### src/rtl/px_pkg.sv
// Shared definitions for the frame-difference scanner: RGB332 field layout,
// difference width, scan FSM state encoding and a small field helper.
package px_pkg;

    localparam int R_W    = 3;
    localparam int G_W    = 3;
    localparam int B_W    = 2;
    localparam int R_LSB  = 5;
    localparam int G_LSB  = 2;
    localparam int B_LSB  = 0;
    localparam int DIFF_W = 5;

    typedef enum logic [1:0] {
        S_IDLE  = 2'd0,
        S_SCAN  = 2'd1,
        S_DRAIN = 2'd2,
        S_DONE  = 2'd3
    } state_e;

    function automatic logic [2:0] abs_sub3(input logic [2:0] a, input logic [2:0] b);
        return (a >= b) ? (a - b) : (b - a);
    endfunction

endpackage

### src/rtl/euclid_px_diff.sv
// Combinational RGB332 pixel distance: sum of per-channel absolute differences,
// giving 0..17 (7 + 7 + 3).
module euclid_px_diff
    import px_pkg::*;
(
    input  logic [7:0]        px_a_i,
    input  logic [7:0]        px_b_i,
    output logic [DIFF_W-1:0] diff_o
);

    logic [2:0] dr;
    logic [2:0] dg;
    logic [2:0] db;

    assign dr = abs_sub3(px_a_i[R_LSB +: R_W], px_b_i[R_LSB +: R_W]);
    assign dg = abs_sub3(px_a_i[G_LSB +: G_W], px_b_i[G_LSB +: G_W]);
    assign db = abs_sub3({1'b0, px_a_i[B_LSB +: B_W]}, {1'b0, px_b_i[B_LSB +: B_W]});

    assign diff_o = DIFF_W'(dr) + DIFF_W'(dg) + DIFF_W'(db);

endmodule

### src/rtl/px_diff_scan_ctrl.sv
// Frame-difference scan controller: walks both pixel buffers once per start,
// accumulates saturating difference sum and changed-pixel count, flags motion.
module px_diff_scan_ctrl
    import px_pkg::*;
#(
    parameter int NUM_PX = 19200,
    parameter int ADDR_W = 15,
    parameter int RD_LAT = 2,
    parameter int SUM_W  = 20,
    parameter int CNT_W  = 15
) (
    input  logic              clk,
    input  logic              rst,
    input  logic              start,
    input  logic              abort,
    input  logic [4:0]        px_thresh,
    input  logic [CNT_W-1:0]  motion_min,
    output logic              rd_en,
    output logic [ADDR_W-1:0] rd_addr,
    input  logic [7:0]        px_cur,
    input  logic [7:0]        px_ref,
    output logic              busy,
    output logic              done,
    output logic [SUM_W-1:0]  frame_sum,
    output logic [CNT_W-1:0]  chg_cnt,
    output logic              motion
);

    function automatic logic [SUM_W-1:0] sat_add_sum(input logic [SUM_W-1:0] a,
                                                     input logic [DIFF_W-1:0] b);
        logic [SUM_W:0] s;
        s = {1'b0, a} + (SUM_W + 1)'(b);
        return s[SUM_W] ? '1 : s[SUM_W-1:0];
    endfunction

    function automatic logic [CNT_W-1:0] sat_inc_cnt(input logic [CNT_W-1:0] a,
                                                     input logic inc);
        if (!inc || (a == '1))
            return a;
        return a + CNT_W'(1);
    endfunction

    state_e             state_q;
    logic               rd_en_q;
    logic [ADDR_W-1:0]  rd_addr_q;
    logic               busy_q;
    logic               done_q;
    logic               motion_q;
    logic [SUM_W-1:0]   sum_q;
    logic [CNT_W-1:0]   cnt_q;
    logic [RD_LAT-1:0]  vld_q;
    logic [4:0]         thresh_q;
    logic [CNT_W-1:0]   min_q;
    logic [2:0]         drain_q;

    logic [DIFF_W-1:0]  diff;
    logic               px_vld;
    logic [SUM_W-1:0]   sum_d;
    logic [CNT_W-1:0]   cnt_d;

    euclid_px_diff u_diff (
        .px_a_i (px_cur),
        .px_b_i (px_ref),
        .diff_o (diff)
    );

    assign px_vld = vld_q[RD_LAT-1];
    assign sum_d  = sat_add_sum(sum_q, diff);
    assign cnt_d  = sat_inc_cnt(cnt_q, diff > thresh_q);

    always_ff @(posedge clk) begin
        if (rst) begin
            state_q   <= S_IDLE;
            rd_en_q   <= 1'b0;
            rd_addr_q <= '0;
            busy_q    <= 1'b0;
            done_q    <= 1'b0;
            motion_q  <= 1'b0;
            sum_q     <= '0;
            cnt_q     <= '0;
            vld_q     <= '0;
            thresh_q  <= '0;
            min_q     <= '0;
            drain_q   <= '0;
        end else begin
            // rd_en delayed by RD_LAT marks the cycle the buffers present data
            vld_q[0] <= rd_en_q;
            for (int i = 1; i < RD_LAT; i++)
                vld_q[i] <= vld_q[i-1];

            done_q <= 1'b0;
            if (px_vld) begin
                sum_q <= sum_d;
                cnt_q <= cnt_d;
            end

            case (state_q)
                S_IDLE: begin
                    if (start && !abort) begin
                        state_q   <= S_SCAN;
                        rd_en_q   <= 1'b1;
                        rd_addr_q <= '0;
                        busy_q    <= 1'b1;
                        sum_q     <= '0;
                        cnt_q     <= '0;
                        thresh_q  <= px_thresh;
                        min_q     <= motion_min;
                    end
                end
                S_SCAN: begin
                    if (abort) begin
                        state_q   <= S_IDLE;
                        rd_en_q   <= 1'b0;
                        rd_addr_q <= '0;
                        busy_q    <= 1'b0;
                        vld_q     <= '0;
                    end else if (rd_addr_q == ADDR_W'(NUM_PX - 1)) begin
                        state_q   <= S_DRAIN;
                        rd_en_q   <= 1'b0;
                        rd_addr_q <= '0;
                        drain_q   <= '0;
                    end else begin
                        rd_addr_q <= rd_addr_q + ADDR_W'(1);
                    end
                end
                S_DRAIN: begin
                    if (abort) begin
                        state_q <= S_IDLE;
                        busy_q  <= 1'b0;
                        vld_q   <= '0;
                    end else if (drain_q == 3'(RD_LAT)) begin
                        // last accumulate has landed; count is final here
                        state_q  <= S_DONE;
                        done_q   <= 1'b1;
                        motion_q <= (cnt_q >= min_q);
                    end else begin
                        drain_q <= drain_q + 3'd1;
                    end
                end
                S_DONE: begin
                    state_q <= S_IDLE;
                    busy_q  <= 1'b0;
                end
                default: begin
                    state_q <= S_IDLE;
                    busy_q  <= 1'b0;
                    rd_en_q <= 1'b0;
                end
            endcase
        end
    end

    assign rd_en     = rd_en_q;
    assign rd_addr   = rd_addr_q;
    assign busy      = busy_q;
    assign done      = done_q;
    assign frame_sum = sum_q;
    assign chg_cnt   = cnt_q;
    assign motion    = motion_q;

endmodule

### config.mk
export PLATFORM = sky130hd
export DESIGN_NAME = px_diff_scan_ctrl
export DESIGN_NICKNAME = d
export VERILOG_FILES = /design/src/rtl/px_pkg.sv /design/src/rtl/euclid_px_diff.sv /design/src/rtl/px_diff_scan_ctrl.sv
export SDC_FILE = /design/constraint.sdc
export NUM_CORES = 1
export LEC_CHECK = 0
export BUFFER_PORTS_ARGS = -buffer_cell sky130_fd_sc_hd__buf_4
export CAP_MARGIN = 20
export CORE_MARGIN = 2
export CORE_UTILIZATION = 40
export CTS_BUF_LIST = sky130_fd_sc_hd__clkbuf_4 sky130_fd_sc_hd__clkbuf_8
export CTS_CLUSTER_DIAMETER = 30
export DETAILED_ROUTE_END_ITERATION = 6
export SLEW_MARGIN = 20
export SYNTH_ARGS = -nofsm -noshare
export SYNTH_HDL_FRONTEND = slang
export SYNTH_SLANG_ARGS = --single-unit
### constraint.sdc
create_clock -name clk -period 11.9 [get_ports clk]
set_clock_uncertainty 0.05 [all_clocks]
set_input_delay 1.785 -clock clk [delete_from_list [all_inputs] [get_ports clk]]
set_output_delay 1.785 -clock clk [all_outputs]
set_load 0.1 [all_outputs]
After elaboration in Yosys (flattened, before gate mapping)
Index checks and enable logic that the tools add are counted.

Register bits: 81. Input port bits: 40. Output and inout port bits: 54. Word-level logic and storage cells: 98.

Add/sub/neg operators: 12. $lt $le $gt $ge: 5. Equality and inequality tests: 14. Mux-type cells: 37. Bitwise gates (word level): 2. Reductions and logical operators: 16.

Operators by type and width (count): $mux 15 (8); $mux 20 (4); $add 15x1->15 const B (2); $eq 15x15->1 const B (2); $pmux 15 s2 (1); $add 20x5->21 (1); $mux 3 (7); $ge 15x15->1 (1); $mux 2 (7); $sub 3x3->3 (4); $ne 2x2->1 const B (5); $reduce_and 3->1 (3); $pmux 2 s4 (1); $ge 3x3->1 (2); $mux 1 (6); $ne 3x3->1 const B (2); $pmux 3 s2 (1); $reduce_and 2->1 (3); $sub 2x2->3 (2); $add 5x3->5 (1); $gt 5x5->1 (1); $reduce_and 5->1 (1); $add 3x3->4 (1); $eq 2x2->1 const B (2); other kinds (15) (18).

Longest topological paths before layout
Word-level depth: 12. Mapped depth: 20. Mapped depth without buffers: 18.

Cells and area by module
From an unflattened synthesis, not the netlist that was laid out.

Cell total of the unflattened synthesis: 614. Area total of the unflattened synthesis: 5132.4 um^2.

By module, submodules not included: px_diff_scan_ctrl (instances 1, cells an instance 531, area an instance 4415.5 um^2, seq. area each 1621.6 um^2); euclid_px_diff (instances 1, cells an instance 83, area an instance 716.9 um^2, seq. area each 0.0 um^2).

Worst setup path after synthesis
Ideal clock, no wire load.

Path type: input to register. Start: input px_cur[2]. End: register cnt_q[1] (netlist: chg_cnt[1]). Library setup time: 0.071 ns. Arrival: 5.835 ns. Data required time: 11.779 ns. Setup slack: 5.944 ns. Cell stages on the path: 19. Buffers on the path: 2. Path through: inv_1 -> ha_1 -> nand2b_1 -> a21o_1 -> a21oi_1 -> mux2_2 -> fa_1 -> ha_1 -> a21o_1 -> a21oi_1 -> xor2_1 -> ha_1 -> a21oi_1 -> nand2_1 -> a211oi_2 -> buf_2 -> buf_2 -> o21ai_0 -> a21oi_1.

Word-level cells in the longest chain between the ends: 12. Elaborated cells between the ends (all ways): 14. Classes of those cells: 4 x add/sub; 2 x order compare; 6 x mux; 2 x reduce/logical.

Ends and longest elaborated chain: start, declared (line px_diff_scan_ctrl.sv:20) `input logic [7:0] px_cur,`; $sub 3x3->3 / $ge 3x3->1 (equally long branches) (line px_pkg.sv:21) `return (a >= b) ? (a - b) : (b - a);`; $mux 3 * (line px_pkg.sv:21); $add 3x3->4 * (line euclid_px_diff.sv:19) `assign diff_o = DIFF_W'(dr) + DIFF_W'(dg) + DIFF_W'(db);`; $add 5x3->5 * (line euclid_px_diff.sv:19); $gt 5x5->1 * (line px_diff_scan_ctrl.sv:69) `assign cnt_d = sat_inc_cnt(cnt_q, diff > thresh_q);`; $logic_not 1->1 * (line px_diff_scan_ctrl.sv:38) `if (!inc || (a == '1))`; $logic_or 1x1->1 * (line px_diff_scan_ctrl.sv:38); $mux 1 * (line px_diff_scan_ctrl.sv:38); $mux 15 * (line px_diff_scan_ctrl.sv:40) `return a + CNT_W'(1);`; $mux 15 * (line px_diff_scan_ctrl.sv:92) `if (px_vld) begin`; $mux 15 (line px_diff_scan_ctrl.sv:99) `if (start && !abort) begin`; $mux 15 * (line px_diff_scan_ctrl.sv:97) `case (state_q)`; end signal, assigned (line px_diff_scan_ctrl.sv:94) `cnt_q <= cnt_d;`; end, declared (line px_diff_scan_ctrl.sv:50) `logic [CNT_W-1:0] cnt_q;`.

Every way passes the cells marked *; elsewhere a longest branch is shown, timed or not. A chain may end at the register's enable or synchronous reset.

Worst setup path after layout
Start: input px_cur[2]. End: register sum_q[11] (netlist: frame_sum[11]).

Word-level cells in the longest chain between the ends: 9. Elaborated cells between the ends (all ways): 11. Classes of those cells: 5 x add/sub; 1 x order compare; 5 x mux.

Ends and longest elaborated chain: $sub 3x3->3 / $ge 3x3->1 (equally long branches) (line px_pkg.sv:21); $mux 3 * (line px_pkg.sv:21); $add 3x3->4 * (line euclid_px_diff.sv:19); $add 5x3->5 * (line euclid_px_diff.sv:19); $add 20x5->21 * (line px_diff_scan_ctrl.sv:32) `s = {1'b0, a} + (SUM_W + 1)'(b);`; $mux 20 * (line px_diff_scan_ctrl.sv:33) `return s[SUM_W] ? '1 : s[SUM_W-1:0];`; $mux 20 * (line px_diff_scan_ctrl.sv:92); $mux 20 (line px_diff_scan_ctrl.sv:99); $mux 20 * (line px_diff_scan_ctrl.sv:97); end signal, assigned (line px_diff_scan_ctrl.sv:93) `sum_q <= sum_d;`; end, declared (line px_diff_scan_ctrl.sv:49) `logic [SUM_W-1:0] sum_q;`.

Marked as above.

==> results.cfg <==
[outcome]
status = complete, no violations

[cts]
cts_tree = done
cts_setup_buffers = 0
cts_buffer_depth = 2
numClockSinks = 81
clock_latency_ps = 370
root_buffer = clkbuf_8
postCtsHoldBufs = 0
cts.clk_slew.worst_paths_ps = 90
htree_levels = 3
cts_resized = 0
cts_buffers = 9

[sta]
fin_tns_setup_ps = 0
slew_violations = 0
fmax_mhz = 170
worst_slew_pin_slew_ps = 816
rsz0062_at_grt = false
finalCritPeriodShare_pct = 49.3
final-setup-viol-count = 0
hold_viol = 0
slew-limit-headroom_pct = 45.6
post-route-min-period_ps = 5870
finalHoldWorstSlack_ps = 381

[setup_path]
critPathMaxFanout = 8
crit_family = adder cells
r2r_end = rd_addr[9]$_SDFFE_PP0P_
critPathKind = primary input to register
crit_start = px_cur[2]
r2r_start = state_q[1]$_SDFFE_PP0P_
required_ps = 12100
ff2ff_setup_slack_ps = 9390
reg2reg_depth = 8
cp-end-kind = register
worst-path-buf-inv = 2
worst_path_max_delay_cell = fa_1
crit_chain = buf_4 > inv_1 > ha_1 > nand2b_1 > a21o_1 > a21oi_1 > mux2_2 > fa_1 > ha_1 > a21o_1 > a21oi_1 > xor2_1 > ha_1 > o21a_1 > a21oi_2 > or3b_1 > nor3b_1 > a211oi_2
worstSetupEndpoint = frame_sum[11]$_SDFF_PP0_
worst-path-stages = 18
start_kind = primary input
worstPathArrival_ps = 6070
cp_common_cell = ha_1
slowest_delay_ps = 590

[synth]
synth_top_cell_area_share_pct = 31.7
synthTopCellsByCount = dfxtp_1, nand2_1, a21oi_1, inv_1, ha_1
syn_nets = 701
synth_edf_count = 0
ys_seq_elements = 81
synth_area_leaders = dfxtp_1, ha_1, a21oi_1, nand2_1, inv_1
synth.most_common_cell = dfxtp_1
yosysSeqAreaShare_pct = 31.7
yosys_warnings = 0
netlist_instances = 600
synth_area_mm2 = 0.00511
yosys.area.top_type = dfxtp_1
netlist-cell-type-count = 66
synth_area_per_cell_um2 = 8.52
ys.flop_type = dfxtp_1
async_flop_share_pct = 0

[global_route]
antenna_found_initial = 0
grt_pass1_wl_um = 19800
grt_pass1_vias = 4421
grt.overflow.total = 0
grt_usage_pct = 18.0
grt_max_degree = 38

[routing]
vias = 4502
dr.pass1.iters = 5
routed_via_density = 5.24
finalWirelength_um = 11800
post_drt_wl_per_cell_um = 13.8
drt_iter0_markers = 172
route.detailed.drc = 0
ant_nets = 0

[floorplanning]
die_area_mm2 = 0.0137
core_mm2 = 0.0126
die_y_um = 117
initial_core_util_pct = 40.7
rows = 41
ios = 94
fp.dieW_um = 117

[placed_design]
place.gp.congestion = 0.850
place_hpwl_um = 9020
portBuffers = 93
dp.cells = 844

[cells_and_area]
drive_gt1_share_pct = 20.4
n_antenna_cell = 0
area_growth_pct = 19.4
final-instance-count-excl-fill = 859
nets = 784

[run]
cap_viol_max_count = 0

[power_and_ir_drop]
power_leakage_nw = 2.54
ir_worst_vdd_mv = 0.113
p_per_area_mw_per_mm2 = 122

[worst_hold_path]
hp-class = register to register
==> power breakdown <==
group,switching (W),internal (W)
clock,0.000104,0.0000795
sequential,0.00000521,0.000279
combinational,0.000174,0.000104
==> worst min path at each step <==
stage / start / endpoint / slack (ps) / depth (start not counted)
3_3_place_gp: vld_q[0]$_SDFF_PP0_ / vld_q[1]$_SDFF_PP0_ / 360 / 1
6_report: vld_q[0]$_SDFF_PP0_ / vld_q[1]$_SDFF_PP0_ / 380 / 1
2_1_floorplan: vld_q[0]$_SDFF_PP0_ / vld_q[1]$_SDFF_PP0_ / 360 / 1
4_1_cts: vld_q[0]$_SDFF_PP0_ / vld_q[1]$_SDFF_PP0_ / 380 / 1
3_5_place_dp: vld_q[0]$_SDFF_PP0_ / vld_q[1]$_SDFF_PP0_ / 360 / 1
5_1_grt: vld_q[0]$_SDFF_PP0_ / vld_q[1]$_SDFF_PP0_ / 400 / 1
==> cells in the final DEF (no fill, tap or decap), types with 3 or more instances in the layout <==
cell type / Yosys / final
ha_1: 52 / 52
and4_1: 5 / 5
a21o_1: 12 / 12
nor2_1: 28 / 28
o21ai_0: 9 / 9
mux2i_1: 3 / 3
or4_1: 10 / 10
dfxtp_1: 81 / 81
a311oi_1: 3 / 3
a21oi_1: 63 / 63
nor2b_1: 3 / 3
nand4_1: 13 / 13
mux2_2: 4 / 4
or2_2: 4 / 4
clkbuf_8: 0 / 10
nand2b_1: 5 / 5
nand3_1: 22 / 22
fa_1: 9 / 9
buf_4: 0 / 96
o21a_1: 3 / 3
and2_1: 4 / 4
a211oi_1: 8 / 8
clkinvlp_4: 0 / 3
a211o_1: 3 / 3
nand2_1: 66 / 66
and3_1: 6 / 6
xor2_1: 12 / 12
inv_1: 59 / 59
a31oi_1: 7 / 7
nor3b_1: 3 / 3
xnor2_1: 10 / 10
or3_1: 4 / 4
o221a_2: 5 / 5
o31ai_1: 10 / 10
nor4b_1: 3 / 3
nor3_1: 11 / 11
==> cell type report <==
class | count | area (um2)
multi-input cells | 436 | 3150
well taps | 172 | 215
inverters | 59 | 221
clock inverters | 5 | 32.5
fillers | 1237 | 6460
flip-flops and latches | 81 | 1620
clock buffers | 10 | 138
repair buffers | 96 | 721
==> state kept, by name, indices dropped and copies added (netlist names) <==
signal     cells
frame_sum     20
chg_cnt       15
min_q         15
rd_addr       15
thresh_q       5
drain_q        3
state_q        2
vld_q          2
busy           1
done           1
motion         1
rd_en          1
==> logic make-up (layout without fill, tap and decap cells) <==
family / Yosys count / in the layout / synth area share [%]
XOR/XNOR: 22 / 22 / 3.77
flip-flops: 81 / 81 / 31.7
AND/OR/NAND/NOR: 203 / 203 / 21.5
adder cells (fa/ha/maj): 61 / 61 / 16.3
multiplexers: 7 / 7 / 1.47
AO/OA/AOI/OAI: 143 / 143 / 18.8
buffers and inverters: 83 / 170 / 6.54
==> per-layer routing <==
layer	vias up	part of all wire, %	track usage, %	routed length [um]
li1	2293	-	-	-
met1	2094	46	22.3	5470
met2	98	47	30.4	5570
met3	17	4.7	4.69	552
met4	0	2.0	6.51	233
met5	-	0	0	0
==> metrics by stage <==
stage | instance area [um2] | total power, W | worst slack [ps] | util (%)
2_1_floorplan | 5110 | 0.000506 | 5940 | -
3_3_place_gp | 5930 | 0.000564 | 5720 | 47.2
3_5_place_dp | 5930 | 0.000570 | 5620 | 47.2
4_1_cts | 6100 | 0.000755 | 6040 | 48.6
5_1_grt | 6100 | 0.000800 | 5810 | 48.6
6_report | 6100 | 0.000746 | 6030 | 48.6
Note: power is estimated with default switching activity, not from simulation.
